[src/rtl/uart_tx_serializer.sv]
// UART transmit serializer: start bit, LSB-first data, optional parity, one stop bit.
// Each bit lasts Prescale CLK cycles. Prescale is 6 bits wide so that the 32x rate can be represented.
module uart_tx_serializer #(
    parameter int DATA_WIDTH = 8
) (
    input  logic                  CLK,
    input  logic                  RST,
    input  logic [DATA_WIDTH-1:0] P_DATA,
    input  logic                  Data_Valid,
    input  logic                  PAR_EN,
    input  logic                  PAR_TYP,
    input  logic [5:0]            Prescale,
    output logic                  TX_OUT,
    output logic                  Busy
);

    localparam int IDX_W = (DATA_WIDTH > 1) ? $clog2(DATA_WIDTH) : 1;
    localparam logic [IDX_W-1:0] LAST_IDX = IDX_W'(DATA_WIDTH - 1);

    typedef enum logic [2:0] {
        S_IDLE   = 3'd0,
        S_START  = 3'd1,
        S_DATA   = 3'd2,
        S_PARITY = 3'd3,
        S_STOP   = 3'd4
    } state_t;

    state_t                state_q, state_d;
    logic [4:0]            cyc_q, cyc_d;
    logic [4:0]            last_cyc_q, last_cyc_d;
    logic [IDX_W-1:0]      bit_q, bit_d;
    logic [DATA_WIDTH-1:0] data_q, data_d;
    logic                  par_en_q, par_en_d;
    logic                  par_bit_q, par_bit_d;
    logic                  tx_q, tx_d;
    logic                  busy_q, busy_d;
    logic [4:0]            presc_last;
    logic                  bit_done;

    // Unsupported rates (including 0) fall back to 8 so a bit is never zero cycles long.
    always_comb begin
        case (Prescale)
            6'd16:   presc_last = 5'd15;
            6'd32:   presc_last = 5'd31;
            default: presc_last = 5'd7;
        endcase
    end

    assign bit_done = (cyc_q == last_cyc_q);

    always_comb begin
        state_d    = state_q;
        cyc_d      = cyc_q;
        last_cyc_d = last_cyc_q;
        bit_d      = bit_q;
        data_d     = data_q;
        par_en_d   = par_en_q;
        par_bit_d  = par_bit_q;

        case (state_q)
            S_IDLE: begin
                cyc_d = '0;
                bit_d = '0;
                if (Data_Valid) begin
                    state_d    = S_START;
                    data_d     = P_DATA;
                    par_en_d   = PAR_EN;
                    par_bit_d  = PAR_TYP ? ~(^P_DATA) : (^P_DATA);
                    last_cyc_d = presc_last;
                end
            end
            S_START: begin
                if (bit_done) begin
                    state_d = S_DATA;
                    cyc_d   = '0;
                    bit_d   = '0;
                end else begin
                    cyc_d = cyc_q + 5'd1;
                end
            end
            S_DATA: begin
                if (bit_done) begin
                    cyc_d = '0;
                    if (bit_q == LAST_IDX) begin
                        state_d = par_en_q ? S_PARITY : S_STOP;
                    end else begin
                        bit_d = bit_q + 1'b1;
                    end
                end else begin
                    cyc_d = cyc_q + 5'd1;
                end
            end
            S_PARITY: begin
                if (bit_done) begin
                    state_d = S_STOP;
                    cyc_d   = '0;
                end else begin
                    cyc_d = cyc_q + 5'd1;
                end
            end
            S_STOP: begin
                if (bit_done) begin
                    state_d = S_IDLE;
                    cyc_d   = '0;
                end else begin
                    cyc_d = cyc_q + 5'd1;
                end
            end
            default: begin
                state_d = S_IDLE;
                cyc_d   = '0;
                bit_d   = '0;
            end
        endcase
    end

    // Line level is decoded from the next state so TX_OUT comes straight off a flop.
    always_comb begin
        tx_d = 1'b1;
        case (state_d)
            S_START:  tx_d = 1'b0;
            S_DATA:   tx_d = data_d[bit_d];
            S_PARITY: tx_d = par_bit_d;
            default:  tx_d = 1'b1;
        endcase
        busy_d = (state_d != S_IDLE);
    end

    always_ff @(posedge CLK or posedge RST) begin
        if (RST) begin
            state_q    <= S_IDLE;
            cyc_q      <= '0;
            last_cyc_q <= 5'd7;
            bit_q      <= '0;
            data_q     <= '0;
            par_en_q   <= 1'b0;
            par_bit_q  <= 1'b0;
            tx_q       <= 1'b1;
            busy_q     <= 1'b0;
        end else begin
            state_q    <= state_d;
            cyc_q      <= cyc_d;
            last_cyc_q <= last_cyc_d;
            bit_q      <= bit_d;
            data_q     <= data_d;
            par_en_q   <= par_en_d;
            par_bit_q  <= par_bit_d;
            tx_q       <= tx_d;
            busy_q     <= busy_d;
        end
    end

    assign TX_OUT = tx_q;
    assign Busy   = busy_q;

endmodule
[config.mk]
export PLATFORM = sky130hd
export DESIGN_NAME = uart_tx_serializer
export DESIGN_NICKNAME = d
export VERILOG_FILES = /design/src/rtl/uart_tx_serializer.sv
export SDC_FILE = /design/constraint.sdc
export NUM_CORES = 1
export LEC_CHECK = 0
export BUFFER_PORTS_ARGS = -buffer_cell sky130_fd_sc_hd__buf_2
export CAP_MARGIN = 25
export CORE_AREA = 2 2 62 64
export CTS_CLUSTER_DIAMETER = 120
export DETAILED_ROUTE_END_ITERATION = 10
export DIE_AREA = 0 0 64 66
export PLACE_DENSITY = 0.66
export SLEW_MARGIN = 10
export SYNTH_ARGS = -nofsm -noshare
export SYNTH_HDL_FRONTEND = slang
export SYNTH_SLANG_ARGS = --single-unit
[constraint.sdc]
create_clock -name CLK -period 5 [get_ports CLK]
set_input_delay 0 -clock CLK [delete_from_list [all_inputs] [get_ports CLK]]
set_output_delay 0 -clock CLK [all_outputs]
set_load 0.005 [all_outputs]
**Yosys cells after proc, flatten, opt, wreduce, memory -nomap -nowiden**

Index checks and enable logic that the tools add are counted.

- Output and inout port bits: 2
- Register bits: 28
- Input port bits: 19

- Multiplexer cells: 23
- Bitwise operators: 1
- Eq/ne operators: 11
- Reductions and logical operators: 6
- Add/subtract/negate cells: 2
- Order comparisons: 1

Operator list:

| cell | number |
|---|---|
| 3-bit 2-to-1 mux | 10 |
| 8-bit 2-to-1 mux | 2 |
| 3-bit one-hot mux with 5 select lines | 1 |
| 3-bit by 2-bit == test with 1-bit output, second input constant | 4 |
| 5-bit 2-to-1 mux | 2 |
| 5-bit one-hot mux with 2 select lines | 1 |
| 3-bit one-hot mux with 3 select lines | 1 |
| 8-bit parity | 1 |
| 3-bit by 1-bit == test with 1-bit output, second input constant | 2 |
| 3-bit == test, second input constant | 2 |
| 6-bit by 5-bit == test with 1-bit output, second input constant | 1 |
| 6-bit == test, second input constant | 1 |
| 5-bit by 1-bit adder with 5-bit output, second input constant | 1 |
| 5-bit == test | 1 |
| 3-bit by 4-bit < comparator with 1-bit output, second input constant | 1 |
| 1-bit 2-to-1 mux | 4 |
| 4-bit OR reduction | 1 |
| 3-bit by 1-bit adder with 3-bit output, second input constant | 1 |
| 1-bit binary-select mux with 3-bit select | 1 |
| 3-bit logical NOT | 1 |
| 1-bit one-hot mux with 3 select lines | 1 |
| 3-bit nonzero test | 1 |
| 2-bit AND reduction | 1 |
| 2-bit OR reduction | 1 |
| 1-bit inverter | 1 |

**Logic depth before layout (Yosys ltp)**

Gate-level depths: netlist (run 1).

- Depth after elaboration: 7
- Gate-level depth with buffers: 9
- Gate-level depth less buffers: 9

**Worst setup path before layout (run 1)**

OpenSTA, ideal clock, no wires.

- Path type: register -> register
- From: register bit_q[0]
- To: register tx_q, in the netlist TX_OUT
- Path buffers: 0
- Library setup time: 0.088 ns
- Path slack: 2.971 ns
- Arrival time: 1.942 ns
- Cell stages (with the launch flop): 9
- Path through: dfrtp_1 -> ha_1 -> nand2_1 -> nand4_1 -> or4_1 -> nand3_2 -> mux2_2 -> a22oi_1 -> a31oi_1

- Word-level cells in the longest chain between the ends: 7

Ends and longest elaborated chain:

| element | RTL line | RTL |
|---|---|---|
| from (decl) | 31 | `logic [IDX_W-1:0] bit_q, bit_d;` |
| from (signal assigned) | 144 | `bit_q <= bit_d;` |
| 3-bit by 1-bit adder with 3-bit output / 3-bit == test (equally long branches) | 87, 84 |  |
| 3-bit 2-to-1 mux | 84 | `if (bit_q == LAST_IDX) begin` |
| 3-bit 2-to-1 mux | 82 | `if (bit_done) begin` |
| 3-bit one-hot mux with 3 select lines (*) | 60 | `case (state_q)` |
| via bit_d[0] | 31 |  |
| 1-bit binary-select mux with 3-bit select (*) | 122 | `S_DATA: tx_d = data_d[bit_d];` |
| 1-bit 2-to-1 mux (not written as such) (*) | 122 |  |
| 1-bit one-hot mux with 3 select lines (*) | 120 | `case (state_d)` |
| via tx_d | 35 | `logic tx_q, tx_d;` |
| to (signal assigned) | 148 | `tx_q <= tx_d;` |
| to (decl) | 35 |  |

Mark *: on every way through the listed nets, which the timed path passes. The rest lies on a longest branch. The select of a mux whose other input is x is not followed.
A chain may end at the register's enable or synchronous reset.

**Worst setup path in the final report (run 1)**

- From: register state_q[0]
- To: register last_cyc_q[4]

- Word-level cells in the longest chain between the ends: 2

Ends and longest elaborated chain:

| element | RTL line | RTL |
|---|---|---|
| from (decl) | 28 | `state_t state_q, state_d;` |
| from (signal assigned) | 141 | `state_q <= state_d;` |
| 3-bit logical NOT | 60 |  |
| 2-bit AND reduction (no line) | - |  |
| to (signal assigned) | 143 | `last_cyc_q <= last_cyc_d;` |
| to (decl) | 30 | `logic [4:0] last_cyc_q, last_cyc_d;` |

No other way between the ends.

==> key figures, run 1 <==
Routing
  – Via count: ~1,200
  – DRT Pass-1 Iters: 4
  – DRT iter0 DRCs: 46
  – Routed len/inst: 12.73 um
  – Routed Antenna Nets: 0
  – Routed vias/inst: slightly above 5
  – DRC viols: 0
  – WL final: 2890 um

STA
  – Final period util: between 40% and 50%
  – Slew HR: a little over 40%
  – Clock Skews: 7.571 ps
  – RSZ-0062 raised after global routing: no
  – Worst-Margin Slew: between 800 and 900 ps
  – Final hold violation count: 0
  – Fin crit period: around 2300 ps
  – Fin. max-slew vios: 0
  – Fmax: around 430 MHz
  – Setup TNS: 0 ps
  – Setup violations, final: 0

Critical path
  – Endpoint class of the critical path: flip-flop
  – Worst path max stage delay: approximately 600 ps
  – Required @ worst endpoint: 5260 ps
  – Critical-path cell list: nor2_4 -> nand3b_1 -> o41ai_1 -> dlygate4sd3_1
  – Crit Path Max Fanout: 15
  – Max stage delay cell, worst path: dlygate4sd3_1
  – WP buf/inv: 1
  – Crit start category: flip-flop
  – Crit path kind: flip-flop to flip-flop
  – Cell family with most CP delay: simple AND/OR/NAND/NOR gates
  – WP data arrival: 2610 ps

Clocking
  – H-tree level count: 1
  – TritonCTS clock tree: built
  – CTS Buf Count: 3
  – CTS clk-pin slew, worst paths: between 100 and 150 ps
  – Sinks on Clock Net: 25
  – Root buffer cell: clkbuf_4
  – Cts repair resizes: 0
  – Clock latency on the worst-skew pair: 320 ps
  – CTS Buffer Depth: 2

Final layout
  – Most frequent cells in the layout: nand2_1 (39), dfrtp_1 (24), buf_2 (20), dlygate4sd3_1 (15), xnor2_1 (11)
  – Synth-to-Final Area Change: 22.84%
  – Fin cells: ~230
  – Nets@finish: ~200
  – Ant diodes: 0
  – Commonest non-fill, non-tap cell in the layout: nand2_1
  – Layout cells sized above 1: 19.55%

Run
  – Max_cap viols: 0

Logic synthesis
  – Syn avg cell area: roughly 9.5 um2
  – Post-synth EDFFs: 0
  – Synth Flop Type: dfrtp_1
  – Mapped Nets: between 150 and 200
  – Seq/Total Area, Yosys: a little under half
  – Share of flip-flops with an asynchronous set or reset: between 90% and 100%
  – Netlist cell types: 42
  – Register bit total from synthesis: 25
  – Yosys warns: 0
  – Cells after synthesis: 144
  – Mapped cell area: between 1000 and 1500 um2

Run status
  – Outcome: completed

Power and ir drop
  – Clk pwr share: a little under an eighth
  – Leak pwr: 0.0007958 uW
  – Cell Int Power: roughly 460 uW
  – Max rail drop VDD: 0.2201 mV
  – Comb pwr share: about two fifths
  – Seq pwr share: 46.2%
  – Cell Pwr Density: around 450 nW/um2
  – Net Sw Power: between 200 and 300 uW
  – Sw frac: about two fifths

Placed design
  – Number of cells after detailed placement: 207
  – Hpwl dp: between 2000 and 2500 um
  – Port-buffer cells: 20
  – GPL Wtd Cong: 0.8323

Floorplan
  – Die area: 4224 um2
  – # rows: 22
  – Die W: approximately 64 um
  – Core area: roughly 3600 um2
  – Die span in y: ~66 um
  – Starting Density: about 39%
  – Ports: 21

Global route
  – Congestion Overflow GR: 0
  – Number of global-route vias before repair: approximately 1,200
  – GRT Util Overall: between 15 and 20%
  – First-pass GRT wire length: ~5100 um
  – Initial antenna violation count: 0
  – Pin count of the biggest net entering global routing: 26

Min path
  – Hold Crit Class: input port to asynchronous set/reset pin
sequential cells by signal, indices dropped and copies added (netlist names):
signal and flops:
par_en_q 1, bit_q 3, data_q 8, cyc_q 5
par_bit_q 1, state_q 3, TX_OUT 1, Busy 1
last_cyc_q 2
final timing paths:
check                                     start                   endpoint  slack [ps]  depth (start not counted)
hold / removal                              RST        data_q[1]$_DFF_PP0_         110                          3
setup reg to reg           state_q[0]$_DFF_PP0_  last_cyc_q[4]$_DFFE_PP0P_        2650                          4
min in group CLK                     Data_Valid        data_q[7]$_DFF_PP0_         190                          4
hold reg to reg              cyc_q[0]$_DFF_PP0_         cyc_q[0]$_DFF_PP0_         480                          1
max in group asynchronous                   RST           TX_OUT$_DFF_PP1_        4450                          4
setup / recovery           state_q[0]$_DFF_PP0_  last_cyc_q[4]$_DFFE_PP0P_        2650                          4
power by group through the flow:
stage | combinational, uW | sequential (uW) | clock, uW
final | 319 | 351 | 89.3
after global placement | 296 | 351 | 0
after CTS | 319 | 350 | 92.3
after detailed placement | 304 | 355 | 0
after floorplan | 277 | 323 | 0
after global routing | 371 | 361 | 102
worst register-to-register path: stages (launching register included):
cell and delay, ps:
dfrtp_1 550, nor2_4 210, nand3b_1 460, o41ai_1 470, dlygate4sd3_1 600
kinds of logic (layout without fill, tap and decap cells):
logic type	Yosys count	after routing	share of synthesized area, %
buffers and inverters	10	45	5.004
DFF	25	25	45.59
muxes	4	4	3.185
and+or+nand+nor	69	69	24.20
xor gates and xnor gates	15	15	9.554
adders and majority gates	2	2	1.820
AOI/OAI and AO/OA	19	19	10.65
final cells by class:
type	instances	area, um2
clock buffers	4	26.28
fillers	335	1862
inverters	5	18.77
multi-input cells	109	679.4
flip-flops and latches	25	626.9
well taps	48	60.06
repair buffers	36	277.8
layer usage:
layer	vias up	track usage, %	share of wire (%)
met1	562	18.32	43
met5	-	0	0
met4	0	5.707	1.3
li1	567	-	-
met3	5	2.215	2.8
met2	22	28.52	53
cells in the mapped netlist (3+ instances only):
cell type  count  area, um2
clkbuf_8       3      41.29
dfrtp_1       24      600.6
inv_1          5      18.77
mux2_2         3      33.78
nand2_1       39      146.4
nand3_1        7      35.03
nor2_1         7      26.28
xnor2_1       11      96.34
xor2_1         4      35.03
stage by stage:
stage | cell area (um2) | setup slack (ps) | util [%] | total power, uW | hold slack [ps]
global route | 1689 | 2401 | 47.57 | 834.6 | 116.3
finish | 1689 | 2653 | 47.57 | 759.1 | 114.7
CTS | 1662 | 2631 | 46.79 | 761.4 | 184.8
detailed placement | 1485 | 2816 | 41.83 | 659.2 | 205.9
global placement | 1485 | 2875 | 41.83 | 646.2 | 203.4
floorplan | 1375 | 2971 | - | 599.6 | 26.58
what timing repair did:
item	CTS	global route
hold buffers	15	0
hold endpoints to repair	35	0
buffers inserted	0	0
Power figures use the tool's default switching activity.
==> run 2: changes to the inputs <==
ABC_AREA = 1   (was default)
CORE_AREA = 2 2 65 67   (was 2 2 62 64)
DIE_AREA = 0 0 67 69   (was 0 0 64 66)
PLACE_DENSITY = 0.67   (was 0.66)
clock period = 2.15 ns   (was 5 ns; I/O delays follow)
==> key figures, run 2 <==
Placed design
  – GPL Wtd Cong: 0.8500 (+2.1%)
  – Number of cells after detailed placement: 261 (+26%)
  – Pre-CTS WS: 417.9 ps (-2398 ps)
  – Port-buffer cells: 20 (unchanged)
  – Hpwl dp: 2177 um (+5.8%)

Final layout
  – Synth-to-Final Area Change: 19.06%
  – Most frequent cells in the layout: nand2_1 (55), dfrtp_1 (24), inv_1 (21), buf_2 (20), nand3_1 (19)
  – Commonest non-fill, non-tap cell in the layout: nand2_1
  – Layout cells sized above 1: 25.56% (+6.0 points)
  – Max reg flops: 8 (unchanged)
  – Most flops, register: data_q
  – Ant diodes: 0 (unchanged)
  – Nets@finish: 245 (+22%)
  – Top Registers: data_q: 8 flops, cyc_q: 5 flops
  – Fin cells: 273 (+20%)

Logic synthesis
  – Netlist cell types: 28 (-33%)
  – Syn avg cell area: 7.835 um2 (-18%)
  – Top cells by area, synth: dfrtp_1 (40%), nand2_1 (14%), nand3_1 (6.4%)
  – Synth Flop Type: dfrtp_1
  – Seq/Total Area, Yosys: 41.89% (-3.7 points)
  – Largest area contributor in the netlist: dfrtp_1
  – Post-synth EDFFs: 0 (unchanged)
  – Cells after synthesis: 191 (+33%)
  – Most common cell in the netlist: nand2_1
  – Register bit total from synthesis: 25 (unchanged)
  – Synth top cells by count: nand2_1 (55), dfrtp_1 (24), inv_1 (21)
  – Share of the synthesized area in the top cell type: 40.13% (-3.5 points)
  – Mapped cell area: 1496 um2 (+8.8%)
  – Mapped Nets: 212 (+28%)
  – Yosys warns: 0 (unchanged)
  – Share of flip-flops with an asynchronous set or reset: 100.0% (unchanged)

Power and ir drop
  – Leak pwr: 0.0009617 uW (+21%)
  – Tot Pwr: 820.7 uW (+8.1%)
  – Cell Pwr Density: 460.6 nW/um2 (+2.5%)
  – Max rail drop VDD: 0.2183 mV (-0.80%)

STA
  – Final hold violation count: 0 (unchanged)
  – Worst setup margin: 415.8 ps (-2237 ps)
  – RSZ-0062 raised after global routing: no
  – Worst-Margin Slew: 397.8 ps (-496.3 ps)
  – Fin crit period: 1734 ps (-612.9 ps)
  – Slew HR: 73.28% (+33 points)
  – Final period util: 80.66% (+34 points)
  – Setup TNS: 0 ps (unchanged)
  – Final hold slack: 2.307 ps (-112.4 ps)
  – Setup violations, final: 0 (unchanged)
  – Fmax: 576.6 MHz (+35%)
  – Fin. max-slew vios: 0 (unchanged)
  – Clock Skews: 0.5209 ps (-7.051 ps)

Floorplan
  – Starting Density: 38.24% (-0.49 points)
  – Die W: 67 um (+4.7%)
  – # rows: 23 (+4.5%)
  – Die area: 4623 um2 (+9.4%)
  – Core area: 3914 um2 (+10%)
  – Ports: 21 (unchanged)
  – Die span in y: 69 um (+4.5%)

Routing
  – Routed vias/inst: 4.553 (-11%)
  – WL final: 2790 um (-3.5%)
  – Routed len/inst: 10.22 um (-20%)
  – DRT Pass-1 Iters: 4 (unchanged)
  – DRC viols: 0 (unchanged)
  – Routed Antenna Nets: 0 (unchanged)
  – DRT iter0 DRCs: 39 (-15%)
  – Via count: 1,243 (+7.5%)

Clocking
  – Root buffer cell: clkbuf_8
  – Sinks on Clock Net: 25 (unchanged)
  – Post-CTS setup buffer count: 0 (unchanged)
  – TritonCTS clock tree: built
  – Clock latency on the worst-skew pair: 260 ps (-60 ps)
  – CTS Buf Count: 3 (unchanged)
  – CTS clk-pin slew, worst paths: 90 ps (-40 ps)
  – CTS Buffer Depth: 2 (unchanged)
  – H-tree level count: 1 (unchanged)

Global route
  – Congestion Overflow GR: 0 (unchanged)
  – Number of global-route vias before repair: 1,206 (+2.0%)
  – First-pass GRT wire length: 4878 um (-4.6%)
  – GRT Util Overall: 13.20% (-2.3 points)
  – Initial antenna violation count: 0 (unchanged)
  – Pin count of the biggest net entering global routing: 26 (unchanged)

Critical path
  – CP dominant cell by count: nand2_1
  – Crit Path Max Fanout: 5 (-10)
  – Crit path kind: flip-flop to flip-flop
  – Cell family with most CP delay: simple AND/OR/NAND/NOR gates
  – Endpoint class of the critical path: flip-flop
  – Reg2reg setup slack: 420 ps (-2240 ps)
  – WP data arrival: 1930 ps (-680 ps)
  – Required @ worst endpoint: 2350 ps (-2910 ps)
  – Crit start category: flip-flop
  – WP buf/inv: 0 (-1)
  – Max stage delay cell, worst path: dfrtp_1
  – Worst path max stage delay: 440 ps (-160 ps)
  – Critical-path cell list: ha_1 -> nand2_1 -> nand2_1 -> nand2_1 -> nand3_1 -> nand3_2 -> nand2_4 -> nand2_1 -> nand3_1 -> nand3_1 -> nand2_1 -> nand2_1 -> nand3_1

Min path
  – Hold Crit Class: input port to flip-flop

Run status
  – Outcome: completed

Run
  – Max_cap viols: 0 (unchanged)
-- run 2: changes by cell type in the layout (fill, tap and decap cells not counted), moves of 6 or more --
cell           before  now
dlygate4sd3_1      15    8
inv_1               5   21
inv_2               0    6
nand2_1            39   55
nand2_2             0   11
nand3_1             7   19
nor2_1              7   13
xnor2_1            11    5
-- run 2: area by class of cell --
cell class | count | area [um2]
clock buffer | 3 | 41.29
sequential | 25 | 626.9
clock inverter | 1 | 5.005
tap | 50 | 62.56
fill | 408 | 2132
timing repair buffer | 29 | 187.7
multi-input combinational | 137 | 748.2
inverter | 28 | 110.1
-- run 2: metrics by stage --
stage                     instance area (um2)  utilization [%]
final                                    1782            45.52
after global routing                     1782            45.52
after CTS                                1782            45.52
after detailed placement                 1655            42.30
after global placement                   1655            42.30
after floorplan                          1496                -
-- run 2: path summary, 6_finish.rpt --
kind	startpoint	end	depth (start not counted)
worst max-delay path	bit_q[0]$_DFF_PP0_	TX_OUT$_DFF_PP1_	13
max in group asynchronous	RST	TX_OUT$_DFF_PP1_	4
min in group asynchronous	RST	last_cyc_q[3]$_DFFE_PP0P_	4
worst min register to register	cyc_q[0]$_DFF_PP0_	cyc_q[0]$_DFF_PP0_	1
worst max register to register	bit_q[0]$_DFF_PP0_	TX_OUT$_DFF_PP1_	13
worst min-delay path	P_DATA[2]	data_q[2]$_DFF_PP0_	3
-- run 2: cells by family after synthesis --
group	synth area share (%)
flops	41.89
fa+ha+maj	1.672
compound gates	3.177
simple gates	39.88
xor+xnor	5.267
buf+inv	8.111
-- run 2: power by group --
group / internal, uW / switching [uW] / leakage, uW
Clock: 130 / 150 / 0.0000255
Sequential: 470 / 0 / 0.000316
Combinational: 36.4 / 34.7 / 0.000621
Total: 636 / 185 / 0.000962
-- run 2: repair_timing --
item / 4_1_cts / 5_1_grt
endpoints found under the setup margin: 0 / 0
resized for setup: 0 / 0
endpoints found under the hold margin: 31 / 0
hold buffers: 8 / 0
-- run 2: tightest hold or removal path, cell delays in order --
cell and delay, ps:
buf_2 100, nand2_1 60, nand2_1 80
-- run 2: metal layers --
| metal | wire length, um | track usage (%) | vias up |
|---|---|---|---|
| met3 | 87 | 1.468 | 4 |
| met2 | 1388 | 22.77 | 21 |
| met5 | 0 | 0 | - |
| li1 | - | - | 657 |
| met1 | 1282 | 16.42 | 561 |
| met4 | 31 | 5.215 | 0 |
==> run 3: changes to the inputs <==
PLACE_DENSITY = 0.65   (was 0.67)
clock period = 1.75 ns   (was 2.15 ns; I/O delays follow)
==> key figures, run 3 (synthesized netlist as in run 2, its figures left out) <==
Power and ir drop
  – Cell Pwr Density: 522.3 nW/um2 (+13%)
  – Leak pwr: 0.001029 uW (+7.0%)
  – Max rail drop VDD: 0.5515 mV (+150%)
  – Tot Pwr: 1030 uW (+25%)

STA
  – Fmax: 595.5 MHz (+3.3%)
  – Final period util: 95.96% (+15 points)
  – Slew HR: 67.26% (-6.0 points)
  – Worst-Margin Slew: 487.4 ps (+89.62 ps)
  – Setup TNS: 0 ps (unchanged)
  – RSZ-0062 raised after global routing: yes
  – Final hold violation count: 1 (+1)
  – Fin. max-slew vios: 0 (unchanged)
  – Clock Skews: 3.138 ps (+2.617 ps)
  – Setup violations, final: 0 (unchanged)
  – Fin crit period: 1679 ps (-54.96 ps)
  – Final hold slack: -0.09229 ps (-2.399 ps)

Critical path
  – Crit path kind: flip-flop to flip-flop
  – Crit Path Max Fanout: 7 (+2)
  – Endpoint class of the critical path: flip-flop
  – Required @ worst endpoint: 1960 ps (-390 ps)
  – WP data arrival: 1890 ps (-40 ps)
  – Crit start category: flip-flop

Floorplan
  – Die span in y: 69 um (unchanged)
  – # rows: 23 (unchanged)
  – Starting Density: 38.24% (unchanged)
  – Die W: 67 um (unchanged)
  – Ports: 21 (unchanged)
  – Core area: 3914 um2 (unchanged)
  – Die area: 4623 um2 (unchanged)

Min path
  – Hold Crit Class: input port to flip-flop

Routing
  – DRT Pass-1 Iters: 4 (unchanged)
  – Routed Antenna Nets: 0 (unchanged)
  – DRT iter0 DRCs: 51 (+31%)
  – Routed len/inst: 11.51 um (+13%)
  – Via count: 1,359 (+9.3%)
  – DRC viols: 0 (unchanged)
  – WL final: 3256 um (+17%)
  – Routed vias/inst: 4.802 (+5.5%)

Final layout
  – Max reg flops: 8 (unchanged)
  – Final Instance Area: 1972 um2 (+11%)
  – Most flops, register: data_q
  – Ant diodes: 0 (unchanged)
  – Top Registers: data_q: 8 flops, cyc_q: 5 flops
  – Synth-to-Final Area Change: 31.77%
  – Most frequent cells in the layout: nand2_1 (48), dfrtp_1 (24), inv_1 (21), buf_2 (20), nand2_2 (15)
  – Commonest non-fill, non-tap cell in the layout: nand2_1
  – Layout cells sized above 1: 36.48% (+11 points)
  – Final Util: 50.38% (+4.9 points)
  – Nets@finish: 255 (+4.1%)

Global route
  – GRT Util Overall: 14.86% (+1.7 points)
  – Initial antenna violation count: 0 (unchanged)
  – First-pass GRT wire length: 5416 um (+11%)
  – Congestion Overflow GR: 0 (unchanged)
  – Pin count of the biggest net entering global routing: 26 (unchanged)
  – Number of global-route vias before repair: 1,302 (+8.0%)

Placed design
  – Port-buffer cells: 20 (unchanged)
  – GPL Wtd Cong: 0.7942 (-6.6%)
  – Placed Area: 1685 um2 (+1.8%)
  – Hpwl dp: 2297 um (+5.5%)

Clocking
  – TritonCTS clock tree: built
  – CTS Buf Count: 3 (unchanged)
  – CTS Buffer Depth: 2 (unchanged)
  – Root buffer cell: clkbuf_8
  – Clock latency on the worst-skew pair: 270 ps (about the same)
  – CTS clk-pin slew, worst paths: 90 ps (about the same)
  – Sinks on Clock Net: 25 (unchanged)
  – H-tree level count: 1 (unchanged)

Run status
  – Outcome: finished with violations
  – Violated checks: negative hold slack

Run
  – Max_cap viols: 0 (unchanged)
run 3: cell types whose count changed in the layout (fill, tap and decap cells not counted), sizes merged:
cell / delta
buf: +8
clkbuf: +1
clkinv: -1
dlygate4sd3: +2
run 3: final cells by class:
cell class,count,area [um2]
multi-input combinational,137,857.1
clock buffer,4,45.04
sequential,25,626.9
inverter,28,112.6
tap,50,62.56
fill,394,1942
timing repair buffer,39,267.8
run 3: layer usage:
metal / up-vias / track usage (%) / routed length (um)
li1: 681 / - / -
met5: - / 0 / 0
met2: 27 / 25.63 / 1697
met3: 6 / 3.589 / 104
met1: 645 / 18.65 / 1427
met4: 0 / 2.721 / 27
run 3: critical path, stage by stage (launching register included):
cell and delay (ps):
dfrtp_1 380, ha_2 200, nand2_2 60, inv_2 90
nand3_4 140, nand2_4 120, nand2_4 80, nand2_4 110
nand2_4 80, nand2_2 70, nand3_2 60, nand3_2 70
nand2_1 50, nand2_1 50, nand3_1 60
run 3: worst paths after layout:
| path | endpoint | slack, ps | start | cells after the start |
|---|---|---|---|---|
| hold reg to reg | cyc_q[0]$_DFF_PP0_ | 480 | cyc_q[0]$_DFF_PP0_ | 1 |
| min in group asynchronous | last_cyc_q[3]$_DFFE_PP0P_ | 320 | RST | 4 |
| max in group asynchronous | TX_OUT$_DFF_PP1_ | 1130 | RST | 4 |
| hold / removal | last_cyc_q[3]$_DFFE_PP0P_ | -0.09 | Prescale[4] | 3 |
| setup / recovery | TX_OUT$_DFF_PP1_ | 70 | cyc_q[0]$_DFF_PP0_ | 14 |
| setup reg to reg | TX_OUT$_DFF_PP1_ | 70 | cyc_q[0]$_DFF_PP0_ | 14 |
run 3: report_power, final:
part | switching [uW] | internal [uW] | total, uW | leakage, uW
registers | 0 | 577 | 577 | 0.000316
logic | 42.8 | 47.6 | 90.4 | 0.000691
clock network | 199 | 163 | 362 | 0.0000228
run 3: repair_timing:
item,CTS,global route
setup buffers,0,4
hold buffers,10,0
hold endpoints to repair,33,0
gates resized for setup,0,30
setup endpoints to repair,0,4
run 3: stage by stage:
stage                     cells  worst slack, ps
after global routing        283           -68.55
after CTS                   279            23.55
after global placement      265            44.09
final                       283            70.76
after detailed placement    265            39.08
after floorplan             191            211.4
